$ cat config.mk
export PLATFORM = sky130hd
export DESIGN_NAME = serial_config_tx
export DESIGN_NICKNAME = d
export VERILOG_FILES = /design/src/rtl/pixel_cfg_pkg.sv /design/src/rtl/serial_config_tx_sclk_phase_gen.sv /design/src/rtl/serial_config_tx.sv
export SDC_FILE = /design/constraint.sdc
export NUM_CORES = 1
export LEC_CHECK = 0
export BUFFER_PORTS_ARGS = -buffer_cell sky130_fd_sc_hd__clkbuf_2
export CAP_MARGIN = 10
export CORE_AREA = 3 3 82 84
export DETAILED_ROUTE_END_ITERATION = 8
export DIE_AREA = 0 0 85 87
export GPL_TIMING_DRIVEN = 1
export PLACE_DENSITY = 0.65
export SYNTH_ARGS = -nofsm -noshare
export SYNTH_HDL_FRONTEND = slang
export SYNTH_SLANG_ARGS = --single-unit
$ cat constraint.sdc
create_clock -name clk_i -period 3.5 [get_ports clk_i]
set_input_delay 0.35 -clock clk_i [delete_from_list [all_inputs] [get_ports clk_i]]
set_output_delay 0.35 -clock clk_i [all_outputs]
set_load 0.01 [all_outputs]
$ cat src/rtl/pixel_cfg_pkg.sv
// rtl/pixel_cfg_pkg.sv - shared constants and state encoding for the pixel configuration path
package pixel_cfg_pkg;

  localparam int DEF_FIFO_WIDTH = 36;
  localparam int DEF_DATA_WIDTH = 32;
  localparam int LAST_BIT       = DEF_FIFO_WIDTH - 1;

  typedef enum logic [2:0] {
    ST_IDLE   = 3'd0,
    ST_FETCH  = 3'd1,
    ST_WAIT_Q = 3'd2,
    ST_SHIFT  = 3'd3,
    ST_LOAD   = 3'd4,
    ST_DONE   = 3'd5
  } tx_state_e;

endpackage

$ cat src/rtl/serial_config_tx_sclk_phase_gen.sv
// rtl/serial_config_tx_sclk_phase_gen.sv - sclk half-period divider, low phase first after clear
module sclk_phase_gen #(
  parameter int DIV_HALF = 5
) (
  input  logic clk_i,
  input  logic rst_i,
  input  logic en_i,
  input  logic clr_i,
  output logic phase_tick_o,
  output logic sclk_hi_o
);

  localparam int CW = (DIV_HALF > 1) ? $clog2(DIV_HALF) : 1;
  localparam logic [CW-1:0] CNT_LAST = CW'(DIV_HALF - 1);

  logic [CW-1:0] cnt_q, cnt_d;
  logic          hi_q, hi_d;

  always_comb begin
    cnt_d = cnt_q;
    hi_d  = hi_q;
    if (clr_i) begin
      cnt_d = '0;
      hi_d  = 1'b0;
    end else if (en_i) begin
      if (cnt_q == CNT_LAST) begin
        cnt_d = '0;
        hi_d  = ~hi_q;
      end else begin
        cnt_d = cnt_q + 1'b1;
      end
    end
  end

  always_ff @(posedge clk_i) begin
    if (rst_i) begin
      cnt_q <= '0;
      hi_q  <= 1'b0;
    end else begin
      cnt_q <= cnt_d;
      hi_q  <= hi_d;
    end
  end

  assign phase_tick_o = en_i && (cnt_q == CNT_LAST);
  assign sclk_hi_o    = hi_q;

endmodule

$ cat src/rtl/serial_config_tx.sv
// rtl/serial_config_tx.sv - pops config words from a FIFO and shifts them MSB-first on sclk/sdin,
// then pulses sload to latch the frame into the chip.
module serial_config_tx
  import pixel_cfg_pkg::*;
#(
  parameter int FIFO_WIDTH = DEF_FIFO_WIDTH,
  parameter int DATA_WIDTH = DEF_DATA_WIDTH,
  parameter int DIV_HALF   = 5,
  parameter int LOAD_LEN   = 4
) (
  input  logic                  clk_i,
  input  logic                  rst_i,
  input  logic                  start_i,
  input  logic                  fifo_empty_i,
  input  logic [FIFO_WIDTH-1:0] fifo_q_i,
  output logic                  fifo_rd_en_o,
  output logic                  sclk_o,
  output logic                  sdin_o,
  output logic                  sload_o,
  output logic                  busy_o,
  output logic                  done_o,
  output logic                  underrun_o
);

  localparam int BW = $clog2(DATA_WIDTH);
  localparam int LW = $clog2(LOAD_LEN + 1);

  tx_state_e             state_q, state_d;
  logic [DATA_WIDTH-1:0] shreg_q, shreg_d;
  logic                  last_q, last_d;
  logic                  sdin_q, sdin_d;
  logic [BW-1:0]         bit_cnt_q, bit_cnt_d;
  logic [LW-1:0]         load_cnt_q, load_cnt_d;
  logic                  underrun_q, underrun_d;
  logic                  first_q, first_d;
  logic                  phase_tick, sclk_hi, bit_end;
  logic                  unused_reserved;

  assign unused_reserved = ^fifo_q_i[FIFO_WIDTH-2:DATA_WIDTH];

  sclk_phase_gen #(.DIV_HALF(DIV_HALF)) u_phase (
    .clk_i        (clk_i),
    .rst_i        (rst_i),
    .en_i         (state_q == ST_SHIFT),
    .clr_i        (state_q == ST_WAIT_Q),
    .phase_tick_o (phase_tick),
    .sclk_hi_o    (sclk_hi)
  );

  // A bit is complete at the last cycle of its high phase.
  assign bit_end = phase_tick && sclk_hi;

  always_comb begin
    state_d      = state_q;
    shreg_d      = shreg_q;
    last_d       = last_q;
    sdin_d       = sdin_q;
    bit_cnt_d    = bit_cnt_q;
    load_cnt_d   = load_cnt_q;
    underrun_d   = underrun_q;
    first_d      = first_q;
    fifo_rd_en_o = 1'b0;
    sload_o      = 1'b0;
    done_o       = 1'b0;
    case (state_q)
      ST_IDLE: begin
        if (start_i) begin
          state_d    = ST_FETCH;
          underrun_d = 1'b0;
          first_d    = 1'b1;
        end
      end
      ST_FETCH: begin
        if (!fifo_empty_i) begin
          fifo_rd_en_o = 1'b1;
          first_d      = 1'b0;
          state_d      = ST_WAIT_Q;
        end else if (!first_q) begin
          underrun_d = 1'b1;
        end
      end
      ST_WAIT_Q: begin
        shreg_d   = fifo_q_i[DATA_WIDTH-1:0];
        last_d    = fifo_q_i[FIFO_WIDTH-1];
        sdin_d    = fifo_q_i[DATA_WIDTH-1];
        bit_cnt_d = BW'(DATA_WIDTH - 1);
        state_d   = ST_SHIFT;
      end
      ST_SHIFT: begin
        if (bit_end) begin
          shreg_d = {shreg_q[DATA_WIDTH-2:0], 1'b0};
          if (bit_cnt_q == '0) begin
            load_cnt_d = '0;
            if (last_q) begin
              state_d = ST_LOAD;
              sdin_d  = 1'b0;
            end else begin
              state_d = ST_FETCH;
            end
          end else begin
            bit_cnt_d = bit_cnt_q - 1'b1;
            sdin_d    = shreg_q[DATA_WIDTH-2];
          end
        end
      end
      ST_LOAD: begin
        sload_o = 1'b1;
        if (load_cnt_q == LW'(LOAD_LEN - 1)) begin
          state_d = ST_DONE;
        end else begin
          load_cnt_d = load_cnt_q + 1'b1;
        end
      end
      ST_DONE: begin
        done_o  = 1'b1;
        state_d = ST_IDLE;
      end
      default: state_d = ST_IDLE;
    endcase
  end

  always_ff @(posedge clk_i) begin
    if (rst_i) begin
      state_q    <= ST_IDLE;
      shreg_q    <= '0;
      last_q     <= 1'b0;
      sdin_q     <= 1'b0;
      bit_cnt_q  <= '0;
      load_cnt_q <= '0;
      underrun_q <= 1'b0;
      first_q    <= 1'b0;
    end else begin
      state_q    <= state_d;
      shreg_q    <= shreg_d;
      last_q     <= last_d;
      sdin_q     <= sdin_d;
      bit_cnt_q  <= bit_cnt_d;
      load_cnt_q <= load_cnt_d;
      underrun_q <= underrun_d;
      first_q    <= first_d;
    end
  end

  assign sclk_o     = (state_q == ST_SHIFT) && sclk_hi;
  assign sdin_o     = sdin_q;
  assign busy_o     = (state_q != ST_IDLE);
  assign underrun_o = underrun_q;

endmodule

Word level (Yosys, flattened, before mapping)

Index checks and enable logic that the tools add are counted.

Eq/ne operators: 17
Reductions and logical operators: 18
Mux-type cells: 32
Add/subtract/negate cells: 3
Bitwise gates (word level): 1

Operators with widths:

| operator            | count |
|---|---|
| $pmux 31 s2         | 1 |
| $mux 31             | 1 |
| $mux 3              | 10 |
| $ne 2x2->1 const B  | 9 |
| $pmux 3 s5          | 1 |
| $mux 1              | 12 |
| $mux 5              | 2 |
| $pmux 5 s2          | 1 |
| $eq 3x2->1 const B  | 3 |
| $eq 3x3->1 const B  | 3 |
| $reduce_and 3->1    | 3 |
| $reduce_and 4->1    | 2 |
| $add 3x1->3 const B | 2 |
| $pmux 1 s2          | 3 |
| $pmux 3 s2          | 1 |
| $reduce_bool 2->1   | 3 |
| $logic_not 5->1     | 1 |
| $reduce_and 5->1    | 1 |
| $sub 5x1->5 const B | 1 |
| $reduce_and 2->1    | 2 |
| $eq 3x1->1 const B  | 1 |
| $logic_and 1x1->1   | 3 |
| $logic_not 3->1     | 1 |
| $ne 3x3->1 const B  | 1 |
| 3 further kinds     | 3 |

Flip-flop bits (word level): 50
Output and inout bits: 7
Input port bits: 40
Logic and storage cells: 81

Logic depth before layout (Yosys ltp)

Gate-level depths: netlist of run 1.

Depth after elaboration: 5
Depth in mapped cells: 8
Depth with buffers taken out: 6

Hierarchy

A second synthesis of run 1 with hierarchy kept.

Cell total of the unflattened synthesis: 298
Area, all modules: 2374.8 um^2

Modules (own cells, without submodules):

| module           | times used | seq. area each (um^2) | area an instance (um^2) | cells each |
|---|---|---|---|---|
| serial_config_tx | 1          | 920.9                 | 2170.8                  | 278 |
| sclk_phase_gen   | 1          | 80.1                  | 203.9                   | 20 |

Worst setup path before layout of run 1

Ideal clock, no wire load.

Path type: register to register
From: register load_cnt_q[0]
To: register load_cnt_q[1]
Path slack: 1768 ps
Data required time: 3433 ps
Path buffers: 0
Cell stages (with the launch flop): 7
Library setup time: 67 ps
Arrival time: 1664 ps
Clock period less this slack: 1732 ps
Path through: dfxtp_1 > ha_1 > ha_1 > nor4b_1 > a41oi_2 > or3b_1 > a21oi_2

Longest elaborated chain between the ends: 3
Elaborated cells on any way between the ends: 6
Classes of those cells: add/sub: 1; eq/ne: 2; mux: 2; reduce/logical: 1

Ends and longest elaborated chain:

| what                                                  | line                                             | source |
|---|---|---|
| start, declared                                       | serial_config_tx.sv:33                           | `logic [LW-1:0] load_cnt_q, load_cnt_d;` |
| start signal, assigned                                | serial_config_tx.sv:138                          | `load_cnt_q <= load_cnt_d;` |
| $add 3x1->3 / $eq 3x2->1 (equally long branches)      | serial_config_tx.sv:111, serial_config_tx.sv:108 |  |
| $mux 3 / $ne 2x2->1 (equally long branches)           | n/a                                              |  |
| $pmux 3 s2 / $reduce_and 4->1 (equally long branches) | n/a                                              |  |

Several ways; a longest one is shown, not always the timed one. The select of a mux whose other input is x is not followed.
A chain may end at the register's enable or synchronous reset.

Final worst setup path of run 1

From: register state_q[1]
To: register shreg_q[22]

Longest elaborated chain between the ends: 5
Elaborated cells on any way between the ends: 8
Classes of those cells: eq/ne: 3; mux: 1; reduce/logical: 4

Ends and longest elaborated chain:

| what                              | line                                           | source |
|---|---|---|
| start, declared                   | serial_config_tx.sv:28                         | `tx_state_e state_q, state_d;` |
| start signal, assigned            | serial_config_tx.sv:133                        | `state_q <= state_d;` |
| $eq 3x2->1                        | serial_config_tx.sv:44, serial_config_tx.sv:65 |  |
| $logic_and 1x1->1                 | serial_config_tx_sclk_phase_gen.sv:45          | `assign phase_tick_o = en_i && (cnt_q == CNT_LAST);` |
| $logic_and 1x1->1                 | serial_config_tx.sv:51                         | `assign bit_end = phase_tick && sclk_hi;` |
| $ne 2x2->1 (no source line)       | n/a                                            |  |
| $reduce_and 2->1 (no source line) | n/a                                            |  |
| end signal, assigned              | serial_config_tx.sv:134                        | `shreg_q <= shreg_d;` |
| end, declared                     | serial_config_tx.sv:29                         | `logic [DATA_WIDTH-1:0] shreg_q, shreg_d;` |

Several ways; a longest one is shown, not always the timed one.

==> results of run 1 <==
cells by family (layout without fill, tap and decap cells):
family | count (synthesis) | in the layout | synth area share
AO/OA/AOI/OAI | 66 | 66 | 0.212
AND/OR/NAND/NOR | 142 | 142 | 0.262
adder cells (fa/ha/maj) | 5 | 5 | 0.0262
buffers and inverters | 35 | 67 | 0.0630
flip-flops | 50 | 50 | 0.420
multiplexers | 3 | 3 | 0.0126
XOR/XNOR | 1 | 1 | 0.00368
synthesized netlist by cell type (2+ instances only):
master / n / area [um2]
or3_1: 2 / 12.5
a211oi_1: 2 / 15.0
nand2b_1: 2 / 12.5
a31oi_1: 2 / 12.5
mux2i_1: 3 / 30.0
dfxtp_1: 50 / 1000
clkbuf_1: 11 / 41.3
o31ai_1: 2 / 15.0
nand3b_1: 4 / 30.0
nand3_1: 4 / 20.0
o21ai_0: 3 / 15.0
a21oi_1: 15 / 75.1
nor3_1: 3 / 15.0
buf_2: 7 / 35.0
nand2_1: 72 / 270
nor2_1: 44 / 165
buf_1: 5 / 18.8
inv_1: 11 / 41.3
nor4b_1: 2 / 17.5
a311oi_1: 33 / 289
ha_1: 5 / 62.6
report_power, final:
group / internal (uW) / switching, uW
registers: 749 / 126
logic: 324 / 458
clock network: 141 / 190
cells in the final DEF (no fill, tap or decap), drive strengths merged, types with 2 or more instances in the layout:
cell type / instances
nand3: 4
mux2i: 3
o31ai: 2
nand2: 72
a311oi: 33
nand3b: 4
nand2b: 2
inv: 11
o21ai: 3
dfxtp: 50
clkinv: 2
nor4b: 3
ha: 5
or3: 2
a31oi: 2
buf: 5
clkbuf: 49
nor2: 44
nor3: 3
a21oi: 16
a211oi: 2
state kept, by name (all words and copies together) (netlist names):
name,flops
sdin_o,1
underrun_o,1
last_q,1
shreg_q,31
state_q,3
first_q,1
load_cnt_q,3
bit_cnt_q,5
u_phase.cnt_q,3
u_phase.sclk_hi_o,1
area by class of cell:
type / count / share of cell area
clock buffers: 6 / 0.0266
clock inverters: 2 / 0.00504
well taps: 75 / 0.0344
inverters: 11 / 0.0151
flip-flops and latches: 50 / 0.366
repair buffers: 48 / 0.0971
multi-input cells: 217 / 0.455
per-stage QoR:
stage	total power, uW	hold WS (ns)	util	instances
after detailed placement	1670	0.457	0.442	401
after global placement	1650	0.439	0.442	401
after floorplan	1490	0.432	-	302
final	1990	0.255	0.456	409
after CTS	2010	0.243	0.456	409
after global routing	2170	0.244	0.456	409
per-layer routing:
metal / up-vias / global-route usage / wire length, um
met2: 30 / 0.239 / 2440
li1: 1127 / - / -
met4: 0 / 0.0475 / 77
met5: - / 0 / 0
met1: 977 / 0.193 / 2530
met3: 7 / 0.0350 / 206
critical path, delay by kind of cell, from the launching register on:
kind,cells,cell delay [ns]
compound gates,2,0.89
buf+inv,1,0.27
simple gates,2,0.36
flops,1,0.56
worst max-delay path by stage:
stage                                        startpoint                         end  slack, ns  depth (start not counted)
after global placement    u_phase.cnt_q[0]$_SDFFE_PP0P_   bit_cnt_q[3]$_SDFFE_PP0P_       1.33                          7
after detailed placement  u_phase.cnt_q[0]$_SDFFE_PP0P_    shreg_q[29]$_SDFFE_PP0P_       1.31                          7
after CTS                 u_phase.cnt_q[0]$_SDFFE_PP0P_    shreg_q[29]$_SDFFE_PP0P_       1.30                          7
final                           state_q[1]$_SDFFE_PP0P_    shreg_q[22]$_SDFFE_PP0P_       1.28                          5
after floorplan              load_cnt_q[0]$_SDFFE_PP0P_  load_cnt_q[1]$_SDFFE_PP0P_       1.77                          6
after global routing      u_phase.cnt_q[0]$_SDFFE_PP0P_    shreg_q[22]$_SDFFE_PP0P_       1.10                          7
==> metrics.yaml, run 1 <==
drt:
  drt_first_iter_violations: 130
  ant_nets: 0
  drtPass1Iterations: 4
  drt-wirelength-per-cell_um: 12.8
  via_per_inst: 5.23
  via_count: 2141
  remaining_drc_errors: 0
  detailed_route_wl_mm: 5.25
placement:
  buffer_ports.inserted: 43
  hpwl_mm: 3.49
  place_congestion: 0.732
  post_dp_cell_area_um2: 2650
  place_ws_ns: 1.31
setup_path:
  worstPathCellList: "nand2b_1, a21oi_4, buf_12, nor2_1, a311oi_1"
  cp-start-kind: "register"
  reg2reg_from: "state_q[1]$_SDFFE_PP0P_"
  cpMaxStageDelayCell: "a21oi_4"
  setup.worst_path.end_class: "register"
  endpoint_arrival_time_on_the_critical_path_ns: 2.42
  critical_path.max_fanout: 38
  regToRegEndpoint: "shreg_q[22]$_SDFFE_PP0P_"
  r2r_cells: 5
  critical-path-max-stage-delay_ns: 0.63
  timing.reg2reg.setup_slack_ns: 1.28
  timing_worst_setup_path_type: "reg2reg"
  critPathRequiredTime_ns: 3.70
run:
  max_cap_viols: 0
synthesis:
  synth_enable_flop_cells: 0
  synth_area_um2: 2380
  warnings_from_yosys: 0
  synth-async-reset-ratio: 0
  syn_nets: 347
  average_cell_area_after_synthesis_um2: 7.89
  synth_sequential_area_ratio: 0.420
  synthCells: 302
  synth_seq_cells: 50
  post_synth_num_cell_types: 41
  dominantRegCellSynth: "dfxtp_1"
clock_tree:
  cts_tree: "yes"
  clock_latency_ns: 0.30
  clock_tree.root_cell: "clkbuf_8"
  cts_hold_buf: 0
  cts_setup_buffers: 0
  clock_transition_time_at_the_flip_flop_clock_pins_of_the_worst_setup_and_hold_paths_ns: 0.09
  clock-sinks: 50
  cts-resized-gates: 0
  numCtsBuffers: 5
  clock_buffer_depth: 2
  cts-htree-levels: 2
hold_path:
  worstHoldEndpoint: "last_q$_SDFFE_PP0P_"
  timing.hold.worst.class: "in2reg"
  holdPathStages: 3
  min-delay-start: "fifo_q_i[35]"
global_routing:
  grt_pass1_wl_mm: 8.92
  largest_net_degree_at_the_start_of_global_routing: 41
  number_of_antenna_violations_at_the_first_check_in_global_routing: 0
  groute.usage.overall: 0.147
  grt_pass1_vias: 2000
  global_route.overflow_total: 0
final_layout:
  diodes: 0
  fraction_of_final_layout_cells_sized_beyond_drive_strength_1: 0.180
  syn_to_final_growth_pct: 14.6
  layout.area.seq_um2: 1000
  layout.filler_cells: 615
  footprint_of_the_multi_input_gates_um2: 1240
  design.final.nets: 378
  fin_area_um2: 2730
timing:
  setup_viol: 0
  post-route-worst-setup-slack_ns: 1.28
  timing_worst_slew_pin_value_ns: 0.835
  grt_setup_unrepaired: "false"
  final_max_slew_viol_count: 0
  min_period_ns: 2.22
  skew_ns: 0.00833
  maxSlewHeadroom: 0.443
  finalHoldViolations: 0
  max_freq_ghz: 0.451
  final_setup_tns_ns: 0
  period_share: 0.634
power_and_ir_drop:
  power_leakage_uw: 0.00108
  power_density_nw_per_um2: 728
  max-vdd-ir-drop_mv: 0.318
floorplanning:
  ioPinCount: 47
  floorplan.core_area_um2: 5990
  initial_core_util: 0.398
  design.die.area_um2: 7400
  fp-row-count: 28
  die-height_um: 87
  floorplan.die.width_um: 85
status:
  run_status: "completed"
(Power assumes the default switching activity.)
==> run 2, diff against run 1 <==
ABC_AREA = 1   (was not set)
CORE_AREA = 3 3 84 86   (was 3 3 82 84)
DIE_AREA = 0 0 87 89   (was 0 0 85 87)
clock period = 2.14 ns   (was 3.5 ns; I/O delays follow)
==> run 2 against run 1 <==
  * Register-to-register slack got worse by 0.96 ns
  * Highest routed layer unchanged
  * Total power is 37% higher
  * Combinational power increased by 9.6%
  * Critical endpoint is now sclk_o
  * Count of clock-buffer cells in the layout stayed put
==> metrics.yaml, run 2 <==
final_layout:
  largest_register_ffs: 31
  design.final.nets: 477
  syn_to_final_growth_pct: 13.6
  layout_top_registers: "shreg_q x31, bit_cnt_q x5"
  most_common_cell_after_layout_fill_and_taps_aside: "nand2_1"
  fraction_of_final_layout_cells_sized_beyond_drive_strength_1: 0.145
  most-common-layout-cells: "nand2_1 (137), nor2_1 (82), dfxtp_1 (50), clkbuf_2 (43), o21ai_0 (26)"
  fin_area_um2: 2860
  layout.filler_cells: 674
  diodes: 0
  final_core_utilization: 0.450
  largest_register: "shreg_q"
synthesis:
  synth_area_um2: 2510
  synth.top_cells.by_area: "dfxtp_1 (40%), nand2_1 (20%), nor2_1 (12%), o21ai_0 (5.2%), nand3_1 (4.0%)"
  synth_enable_flop_cells: 0
  largest_family_of_logic_cells_by_synthesized_area: "simple AND/OR/NAND/NOR gates"
  most_numerous_cell_types_in_the_synthesized_netlist: "nand2_1 (137), nor2_1 (82), dfxtp_1 (50)"
  synth_area_in_compound_gates: 0.106
  synth_sequential_area_ratio: 0.398
  average_cell_area_after_synthesis_um2: 6.33
  post_synth_num_cell_types: 24
  area_share_of_and_or_nand_nor_cells_after_synthesis: 0.388
  warnings_from_yosys: 0
  syn_nets: 442
  synthMuxAreaShare: 0
  yosysMostFrequentCell: "nand2_1"
  yosys.area.top_type_share: 0.398
  synth-adder-area-share: 0.0249
  synthCells: 397
  dominantRegCellSynth: "dfxtp_1"
  synth_xor_xnor_area_share: 0.00348
  synth_seq_cells: 50
  synth-async-reset-ratio: 0
  yosysTopAreaCell: "dfxtp_1"
timing:
  maxSlewHeadroom: 0.581
  final_max_slew_viol_count: 0
  min_period_ns: 1.89
  grt_setup_unrepaired: "false"
  period_share: 0.883
  skew_ns: 0.00938
  final_setup_tns_ns: 0
  max_freq_ghz: 0.529
  timing_worst_slew_pin_value_ns: 0.628
  setup_viol: 0
  finalHoldViolations: 0
  fin_worst_hold_slack_ns: 0.152
setup_path:
  cp-start-kind: "register"
  critPathRequiredTime_ns: 1.93
  timing_worst_setup_path_type: "reg2out"
  endpoint_arrival_time_on_the_critical_path_ns: 1.68
  critical_path.max_fanout: 38
  setup.worst_path.end_class: "output pin"
placement:
  hpwl_mm: 3.56
  place_congestion: 0.786
  post_dp_cell_area_um2: 2760
  buffer_ports.inserted: 43
floorplanning:
  design.die.area_um2: 7740
  fp-row-count: 29
  initial_core_util: 0.396
  floorplan.die.width_um: 87
  ioPinCount: 47
  floorplan.core_area_um2: 6350
  die-height_um: 89
global_routing:
  groute.usage.overall: 0.149
  largest_net_degree_at_the_start_of_global_routing: 39
  grt_pass1_wl_mm: 9.45
  global_route.overflow_total: 0
  number_of_antenna_violations_at_the_first_check_in_global_routing: 0
  grt_pass1_vias: 2150
run:
  max_cap_viols: 0
status:
  run_status: "completed"
clock_tree:
  cts-htree-levels: 2
  clock_transition_time_at_the_flip_flop_clock_pins_of_the_worst_setup_and_hold_paths_ns: 0.10
  cts_tree: "yes"
  cts-resized-gates: 0
  cts_hold_buf: 0
  clock_tree.root_cell: "clkbuf_8"
  numCtsBuffers: 5
  clock-sinks: 50
  clock_buffer_depth: 2
  clock_latency_ns: 0.31
  cts_setup_buffers: 0
drt:
  drt-wirelength-per-cell_um: 10.5
  remaining_drc_errors: 0
  drtPass1Iterations: 4
  via_count: 2373
  detailed_route_wl_mm: 5.37
  ant_nets: 0
  via_per_inst: 4.65
  drt_first_iter_violations: 103
power_and_ir_drop:
  power_leakage_uw: 0.00149
  power_density_nw_per_um2: 952
  max-vdd-ir-drop_mv: 0.510
hold_path:
  timing.hold.worst.class: "in2reg"
run 2: cell types whose count changed in the layout (fill, tap and decap cells not counted), sizes merged, moves of 5 or more:
cell,delta
nand3,+16
o21ai,+32
nand2,+66
a21oi,-5
inv,+17
a311oi,-33
nor2,+39
run 2: worst max-delay path: stages, from the launching register on:
cell      delay, ns
dfxtp_1        0.46
nand2_1        0.13
nor2_4         0.16
inv_2          0.28
nor2_1         0.19
clkbuf_2       0.15
run 2: final timing paths:
kind,start,cells after the start,end,slack [ns]
setup / recovery,state_q[0]$_SDFFE_PP0P_,5,sclk_o,0.25
hold / removal,fifo_q_i[0],3,shreg_q[0]$_SDFFE_PP0P_,0.15
setup reg to reg,state_q[0]$_SDFFE_PP0P_,7,shreg_q[0]$_SDFFE_PP0P_,0.32
hold reg to reg,underrun_o$_SDFFE_PP0P_,2,underrun_o$_SDFFE_PP0P_,0.45
run 2: stage by stage:
stage / total power [uW] / cells / setup WS [ns]
after floorplan: 1950 / 397 / 0.764
after global placement: 2130 / 502 / 0.348
after detailed placement: 2150 / 502 / 0.315
after CTS: 2760 / 510 / 0.216
after global routing: 2970 / 510 / 0.0976
final: 2720 / 510 / 0.251
run 2: power breakdown:
group | switching, uW | leakage, uW | total [uW] | internal (uW)
clock | 329 | 0.0000478 | 596 | 267
combinational | 550 | 0.00103 | 857 | 307
sequential | 124 | 0.000407 | 1270 | 1140
run 2: area by class of cell:
class	count	area, um2	area share
Multi-Input combinational cell	301	1320	0.460
Sequential cell	50	1000	0.350
Timing Repair Buffer	47	245	0.0858
Inverter	27	101	0.0355
Tap cell	77	96.3	0.0337
Clock buffer	6	82.6	0.0289
Clock inverter	2	16.3	0.00569
run 2: per-layer routing:
metal,global-route usage,wire length (um),vias to the layer above,share of wire
met1,0.194,2710,1032,0.50
met5,0,0,-,0
met3,0.0433,232,5,0.043
met4,0.0297,41,0,0.0076
li1,-,-,1301,-
met2,0.247,2390,35,0.45
run 2: logic make-up (layout without fill, tap and decap cells):
logic type,Yosys count,in the layout
AND/OR/NAND/NOR,246,246
flip-flops,50,50
AO/OA/AOI/OAI,49,49
buffers and inverters,46,82
adder cells (fa/ha/maj),5,5
XOR/XNOR,1,1
